===== src/rtl/decade_seq_pkg.sv =====
// decade_seq_pkg: shared state encoding, command opcodes and digit limit for decade_seq_ctrl
package decade_seq_pkg;
  typedef enum logic [1:0] {
    IDLE   = 2'd0,
    RUN    = 2'd1,
    HOLD   = 2'd2,
    FINISH = 2'd3
  } state_t;
  localparam logic [1:0] OP_START  = 2'd0;
  localparam logic [1:0] OP_PAUSE  = 2'd1;
  localparam logic [1:0] OP_RESUME = 2'd2;
  localparam logic [1:0] OP_CLEAR  = 2'd3;
  localparam logic [3:0] DIGIT_MAX = 4'd9;
endpackage


===== src/rtl/decade_seq_ctrl_prescaler.sv =====
// tick_prescaler: pulses tick when the count reaches div, i.e. every div+1 enabled clocks; holds while en=0
module tick_prescaler #(
  parameter int DIV_W = 27
) (
  input  logic             clk,
  input  logic             reset,
  input  logic             en,
  input  logic             clr,
  input  logic [DIV_W-1:0] div,
  output logic             tick
);
  logic [DIV_W-1:0] cnt;
  assign tick = en && cnt == div;
  always_ff @(posedge clk or posedge reset)
    if (reset) cnt <= '0;
    else if (clr) cnt <= '0;
    else if (en) cnt <= tick ? '0 : cnt + DIV_W'(1);
endmodule


===== src/rtl/decade_seq_ctrl.sv =====
// decade_seq_ctrl: command-driven 0..9 digit sequencer with prescaler pacing and decade-run limit
// Optional `err` output enabled by defining DECADE_SEQ_ERR_EN.
module decade_seq_ctrl
  import decade_seq_pkg::*;
#(
  parameter int DIV_W = 27,
  parameter int RUN_W = 8
) (
  input  logic             clk,
  input  logic             reset,
  input  logic [DIV_W-1:0] div_val,
  input  logic             cmd_valid,
  output logic             cmd_ready,
  input  logic [1:0]       cmd_op,
  input  logic [RUN_W-1:0] cmd_arg,
  output logic [3:0]       q,
  output logic             busy,
  output logic             wrap,
  output logic             done,
`ifdef DECADE_SEQ_ERR_EN
  output logic             err,
`endif
  output logic [1:0]       state_o
);
  state_t state, state_n;
  logic [DIV_W-1:0] div_l;
  logic [RUN_W-1:0] run_l, dec, dec_n;
  logic [3:0] q_n;
  logic acc, go, clr, tick, last, wrap_n, fin_tick;
  assign acc = cmd_valid && cmd_ready;
  assign go = acc && state == IDLE && cmd_op == OP_START;
  assign clr = acc && cmd_op == OP_CLEAR;
  // the cycle showing the final wrap is still RUN; FINISH follows it, so ticking is suppressed meanwhile
  assign last = wrap && run_l != '0 && dec == run_l;
  assign state_o = state;
  tick_prescaler #(.DIV_W(DIV_W)) u_prescaler (
    .clk  (clk),
    .reset(reset),
    .en   (state == RUN && !last),
    .clr  (clr || go),
    .div  (div_l),
    .tick (tick)
  );
  always_comb begin
    q_n = q;
    dec_n = dec;
    wrap_n = 1'b0;
    state_n = state;
    if (tick) begin
      wrap_n = q == DIGIT_MAX;
      q_n = wrap_n ? 4'd0 : q + 4'd1;
      dec_n = dec + RUN_W'(wrap_n);
    end
    fin_tick = wrap_n && run_l != '0 && dec_n == run_l;
    case (state)
      IDLE:    state_n = go ? RUN : IDLE;
      RUN:     state_n = last ? FINISH : (acc && cmd_op == OP_PAUSE && !fin_tick) ? HOLD : RUN;
      HOLD:    state_n = (acc && cmd_op == OP_RESUME) ? RUN : HOLD;
      default: state_n = IDLE;
    endcase
    if (clr || go) dec_n = '0;
    if (clr) begin
      state_n = IDLE;
      q_n = 4'd0;
      wrap_n = 1'b0;
    end
  end
`ifdef DECADE_SEQ_ERR_EN
  logic legal, err_n;
  assign legal = cmd_op == OP_CLEAR || (state == IDLE && cmd_op == OP_START) ||
                 (state == RUN && cmd_op == OP_PAUSE) || (state == HOLD && cmd_op == OP_RESUME);
  assign err_n = acc && (!legal || (go && div_val == '0 && cmd_arg == '0));
  always_ff @(posedge clk or posedge reset)
    if (reset) err <= 1'b0;
    else err <= err_n;
`endif
  always_ff @(posedge clk or posedge reset)
    if (reset) begin
      state <= IDLE;
      q <= 4'd0;
      dec <= '0;
      div_l <= '0;
      run_l <= '0;
      wrap <= 1'b0;
      done <= 1'b0;
      busy <= 1'b0;
      cmd_ready <= 1'b1;
    end else begin
      state <= state_n;
      q <= q_n;
      dec <= dec_n;
      wrap <= wrap_n;
      done <= state_n == FINISH;
      busy <= state_n == RUN || state_n == HOLD;
      cmd_ready <= state_n != FINISH;
      if (go) begin
        div_l <= div_val;
        run_l <= cmd_arg;
      end
    end
endmodule


===== config.mk =====
export PLATFORM = sky130hd
export DESIGN_NAME = decade_seq_ctrl
export DESIGN_NICKNAME = d
export VERILOG_FILES = /design/src/rtl/decade_seq_pkg.sv /design/src/rtl/decade_seq_ctrl_prescaler.sv /design/src/rtl/decade_seq_ctrl.sv
export SDC_FILE = /design/constraint.sdc
export NUM_CORES = 1
export LEC_CHECK = 0
export ABC_CLOCK_PERIOD_IN_PS = 3550
export BUFFER_PORTS_ARGS = -buffer_cell sky130_fd_sc_hd__buf_2
export CAP_MARGIN = 15
export CORE_MARGIN = 3
export CORE_UTILIZATION = 35
export DETAILED_ROUTE_END_ITERATION = 6
export PLACE_DENSITY = 0.54
export SKIP_LAST_GASP = 1
export SYNTH_ARGS = -nofsm -noshare
export SYNTH_HDL_FRONTEND = slang
export SYNTH_SLANG_ARGS = --single-unit
export TNS_END_PERCENT = 100

===== constraint.sdc =====
create_clock -name clk -period 3.55 [get_ports clk]
set_clock_uncertainty 0.2 [all_clocks]
set_input_delay 0.355 -clock clk [delete_from_list [all_inputs] [get_ports clk]]
set_output_delay 0.355 -clock clk [all_outputs]
set_load 0.005 [all_outputs]

Word level (Yosys, flattened, before mapping)
Cells that the tools add are included.
{ "totals": {"register_bits": 80, "inputBits": 40, "output_inout_bits": 10} }
{ "classes": {"addsub": 3, "eq_ne": 13, "n_mux": 16, "reduce_logical": 22} }
{ "ops": {"columns": ["cell", "count"], "rows": [
  ["27-bit two-way mux", 3],
  ["27-bit by 1-bit adder with 27-bit output (second input constant)", 1],
  ["27-bit == test", 1],
  ["8-bit == test", 2],
  ["8-bit two-way mux", 2],
  ["1-bit logical AND", 13],
  ["4-bit two-way mux", 3],
  ["2-bit == test (second input constant)", 5],
  ["8-bit by 1-bit adder with 8-bit output", 1],
  ["2-bit two-way mux", 4],
  ["8-bit nonzero test", 1],
  ["2-bit by 1-bit == test with 1-bit output (second input constant)", 3],
  ["2-bit one-hot mux with 3 select lines", 1],
  ["4-bit by 1-bit adder with 4-bit output (second input constant)", 1],
  ["4-bit == test (second input constant)", 1],
  ["2-bit logical NOT", 2],
  ["2-bit nonzero test", 2],
  ["1-bit two-way mux", 3],
  ["1-bit logical NOT", 2],
  ["1-bit logical OR", 2],
  ["2-bit != test (second input constant)", 1]
]} }

Logic depth before layout (Yosys ltp)
{ "logic_depth": {"ltp_word": 17, "mapped_depth": 14, "depth_no_buf": 14} }

Cells and area by module
From an unflattened synthesis, not the netlist that was laid out.
{ "hier_totals": {"hier_cells": 459, "area_unflattened_um2": 4631.9} }
{ "modules_own_cells": {"columns": ["module", "n_inst", "cells_per_inst", "area_per_inst_um2", "seq_area_each_um2"], "rows": [
  ["decade_seq_ctrl", 1, 220, 2618.8, 1327.5],
  ["tick_prescaler", 1, 239, 2013.2, 675.6]
]} }

Worst setup path after synthesis
Ideal clock, no wire load.
{ "synth_timing": {"path_type": "reg-to-reg", "from": "register q[1]", "to": "register busy", "setup_ps": 126, "arrival_time_ps": 2586, "required_ps": 3224, "path_slack_ps": 638, "path_stages_with_launch": 14, "synth_period_minus_slack_ps": 2912, "cell_sequence": "dfrtp_1 -> inv_1 -> ha_1 -> nand2_1 -> nor2_1 -> ha_1 -> ha_1 -> and3_1 -> xnor2_1 -> o21ai_0 -> nand4_1 -> nor4_1 -> a41o_1 -> ha_1"} }
{ "synth_via": {"elab_chain_cells": 13, "elab_cells_between_ends": 16} }
{ "synth_lines": {"columns": ["item", "line_no", "rtl"], "rows": [
  ["start: declaration", "decade_seq_ctrl.sv:16", "output logic [3:0] q,"],
  ["start signal: assignment", "decade_seq_ctrl.sv:90", "q <= q_n;"],
  ["4-bit == test (*)", "decade_seq_ctrl.sv:50", "wrap_n = q == DIGIT_MAX;"],
  ["8-bit by 1-bit adder with 8-bit output", "decade_seq_ctrl.sv:52", "dec_n = dec + RUN_W'(wrap_n);"],
  ["8-bit two-way mux", "decade_seq_ctrl.sv:49", "if (tick) begin"],
  ["8-bit == test", "decade_seq_ctrl.sv:54", "fin_tick = wrap_n && run_l != '0 && dec_n == run_l;"],
  ["1-bit logical AND (*)", "decade_seq_ctrl.sv:54", null],
  ["1-bit logical NOT (*)", "decade_seq_ctrl.sv:57", "RUN: state_n = last ? FINISH : (acc && cmd_op == OP_PAUSE && !fin_tick) ? HOLD : RUN;"],
  ["1-bit logical AND (*)", "decade_seq_ctrl.sv:57", null],
  ["2-bit two-way mux (*) (2 in series)", "decade_seq_ctrl.sv:57", null],
  ["2-bit one-hot mux with 3 select lines (*)", "decade_seq_ctrl.sv:55", "case (state)"],
  ["2-bit two-way mux (*)", "decade_seq_ctrl.sv:62", "if (clr) begin"],
  ["named net state_n[0]", "decade_seq_ctrl.sv:25", "state_t state, state_n;"],
  ["2-bit by 1-bit == test with 1-bit output / 2-bit == test (equally long branches)", "decade_seq_ctrl.sv:94", "busy <= state_n == RUN || state_n == HOLD;"],
  ["1-bit logical OR (*)", "decade_seq_ctrl.sv:94", null],
  ["end signal: assignment", "decade_seq_ctrl.sv:86", "busy <= 1'b0;"],
  ["end signal: assignment", "decade_seq_ctrl.sv:94", null],
  ["end: declaration", "decade_seq_ctrl.sv:17", "output logic busy,"]
]} }
The timed path passes the listed nets; every way through them passes the cells marked *.
A chain may end at the register's enable or synchronous reset.

Worst setup path after layout
Ends and elaborated chain as after synthesis.

==> impl_metrics.tcl <==
set metrics [dict create \
    synth.area.top_cells "dfrtp_1, xor2_1, mux2_2" \
    tightest_slew_ns 0.599 \
    fmax_mhz 312 \
    grtUsageTotal_pct 14.8 \
    h-tree-depth 3 \
    synth_cell_types 43 \
    start_util_pct 36.0 \
    synth.most_common_cell "dfrtp_1" \
    synth_compound_area_share_pct 5.62 \
    async_reset_ff_share_pct 100 \
    io_pins 50 \
    period_minus_slack_ns 3.21 \
    area_growth_pct 17.3 \
    cp.required_ns 3.56 \
    critPathMaxFanout 5 \
    wl_per_cell_um 15.1 \
    grt_remaining_overflow 0 \
    drcViolationCount 0 \
    power_density_mw_per_mm2 544 \
    wirelength_um 8960 \
    peakVddDrop_mv 0.370 \
    end_kind "flip-flop" \
    max_stage_delay_ns 0.42 \
    fill_cells 1138 \
    cp_top_family "simple AND/OR/NAND/NOR gates" \
    slew_viol_final 0 \
    synthXorXnorAreaFrac_pct 14.4 \
    synth_top_area_share_pct 47.7 \
    p_total_w 0.00265 \
    placementRows 39 \
    clkSinkCount 80 \
    synth-edff-count 0 \
    path_clk_slew_ns 0.06 \
    worst_path_most_repeated_cell "ha_1" \
    ys.flop_type "dfrtp_1" \
    synth_top_family_by_area "simple AND/OR/NAND/NOR gates" \
    synth_nets 437 \
    first_iter_violations 104 \
    first_pass_iters 5 \
    status "completed" \
    drive_gt1_share_pct 25.8 \
    synthAdderAreaFrac_pct 2.11 \
    rsz0062_at_grt "no" \
    fin_crit_sh_pct 90.3 \
    syn_area_per_cell_sq_um 10.6 \
    ys_ff_latch 80 \
    antenna_found_initial 0 \
    clock-root-buffer "clkbuf_16" \
    path_buf_inv 1 \
    postLayoutCellArea_sq_mm 0.00486 \
    cts_tree "done" \
    path_cells "inv_1, ha_1, nand2_1, nor2_2, ha_1, ha_1, and3_1, xnor2_1, o21ai_0, nand4_1, nor4_2, a41o_1, ha_1" \
    fp.dieW_um 115 \
    antennaDiodeCount 0 \
    crit_type "reg2reg" \
    yosysWarnings 0 \
    grt_pass1_wl_um 15300 \
    synth.top_cells.by_count "dfrtp_1, xor2_1, nor2_1, mux2_2, nand3_1" \
    grt_max_degree 37 \
    synth-simple-area-share_pct 16.9 \
    vias 2990 \
    cts_buffers 9 \
    cts_buffer_depth 2 \
    dp_hpwl_um 6490 \
    crit_slowest_cell "dfrtp_1" \
    die_height_um 115 \
    cap_violations 0 \
    synth_area_sq_mm 0.00414 \
    finalHoldViolCount 0 \
    p_leak_nw 2.20 \
    viasPerCell 5.04 \
    synthCells 390 \
    gp_congestion 0.857 \
    synth_mux_area_share_pct 10.1 \
    coreArea_sq_mm 0.0115 \
    dpl-instance-area_sq_mm 0.00457 \
    min_path_type "in2reg" \
    fin_nets 493 \
    die_area_sq_mm 0.0132 \
    port_buffers 49 \
    setup_viol 0 \
    drtAntennaViolNets 0 \
    grt_pass1_vias 3015 \
    cp-start-kind "flip-flop" \
    final.setup.tns_ns 0 \
    yosys.area.top_type "dfrtp_1" \
    clock_latency_ns 0.33 \
    synth_seq_area_share_pct 48.4 \
    cp_data_arrival_time_ns 3.21 \
    slew_headroom_pct 60.0 \
]
==> final cells by class <==
class / count / area (sq um) / share of cell area, %
Clock inverter: 2 / 15.0 / 0.309
Timing Repair Buffer: 58 / 315 / 6.49
Sequential cell: 80 / 2000 / 41.2
Multi-Input combinational cell: 286 / 2040 / 42.1
Inverter: 11 / 42.5 / 0.875
Clock buffer: 13 / 260 / 5.36
Tap cell: 143 / 179 / 3.68
==> cells by family after synthesis <==
| family | Yosys count |
|---|---|
| flip-flops | 80 |
| multiplexers | 37 |
| AND/OR/NAND/NOR | 138 |
| AO/OA/AOI/OAI | 36 |
| buffers and inverters | 24 |
| adder cells (fa/ha/maj) | 7 |
| XOR/XNOR | 68 |
==> routing by layer <==
layer	share of wire, %	vias to the layer above	GRT usage [%]
met5	0	-	0
met3	4.2	12	4.84
met4	1.3	0	4.23
met2	47	63	23.3
li1	-	1476	-
met1	48	1439	19.8
==> worst paths after layout <==
check / from / to / slack, ns / cells after the start
min reg2reg: div_l[18] / div_l[18] / 0.33 / 1
max: q[1] / busy / 0.34 / 13
min in group asynchronous: reset / div_l[24] / 0.41 / 3
min: div_val[5] / div_l[5] / 0.05 / 2
max in group asynchronous: reset / q[2] / 1.94 / 4
max reg2reg: q[1] / busy / 0.34 / 13
==> where the power goes <==
| part | internal, W | switching [W] | total (W) | leakage, nW |
|---|---|---|---|---|
| registers | 0.00109 | 0.000180 | 0.00127 | 1.03 |
| logic | 0.000284 | 0.000235 | 0.000520 | 1.04 |
| clock network | 0.000508 | 0.000346 | 0.000854 | 0.128 |
| total | 0.00188 | 0.000762 | 0.00265 | 2.20 |
==> layout by cell type (no fill, tap or decap), types with 2 or more instances in the layout <==
master and n:
dfrtp_1 79, xor2_1 55, buf_2 49, nor2_1 42, mux2_2 35, nand3_1 22, nand2_1 21, xnor2_1 13
nand4_1 12, a21oi_1 12, inv_1 10, nor4_1 9, o21ai_0 9, clkbuf_16 9, nor3_1 8, buf_4 8
ha_1 7, or3_1 6, and3_1 6, and2_1 3, a31oi_1 3, nor4_2 2, a211oi_1 2, clkbuf_1 2
clkbuf_8 2, clkinvlp_4 2
==> registers in the layout, summed over array words and instances (netlist names) <==
| name | cells |
|---|---|
| wrap | 1 |
| cmd_ready | 1 |
| busy | 1 |
| div_l | 27 |
| run_l | 8 |
| dec | 8 |
| u_prescaler.cnt | 27 |
| q | 4 |
| done | 1 |
| state_o | 2 |
==> what timing repair did <==
item                       4_1_cts  5_1_grt
hold buffers                     1        0
setup endpoints to repair        0        3
gates resized for setup          0        2
setup buffers                    0        0
hold endpoints to repair        31        0
==> per-stage QoR <==
step | cells | setup slack [ns] | util (%) | hold WS (ns)
3_3_place_gp | 577 | 0.309 | 39.6 | 0.231
4_1_cts | 593 | 0.173 | 42.1 | 0.0361
5_1_grt | 593 | 0.0548 | 42.2 | 0.0370
2_1_floorplan | 390 | 0.638 | - | 0.301
6_report | 593 | 0.344 | 42.2 | 0.0482
3_5_place_dp | 577 | 0.184 | 39.6 | 0.239
Power figures use the tool's default switching activity.
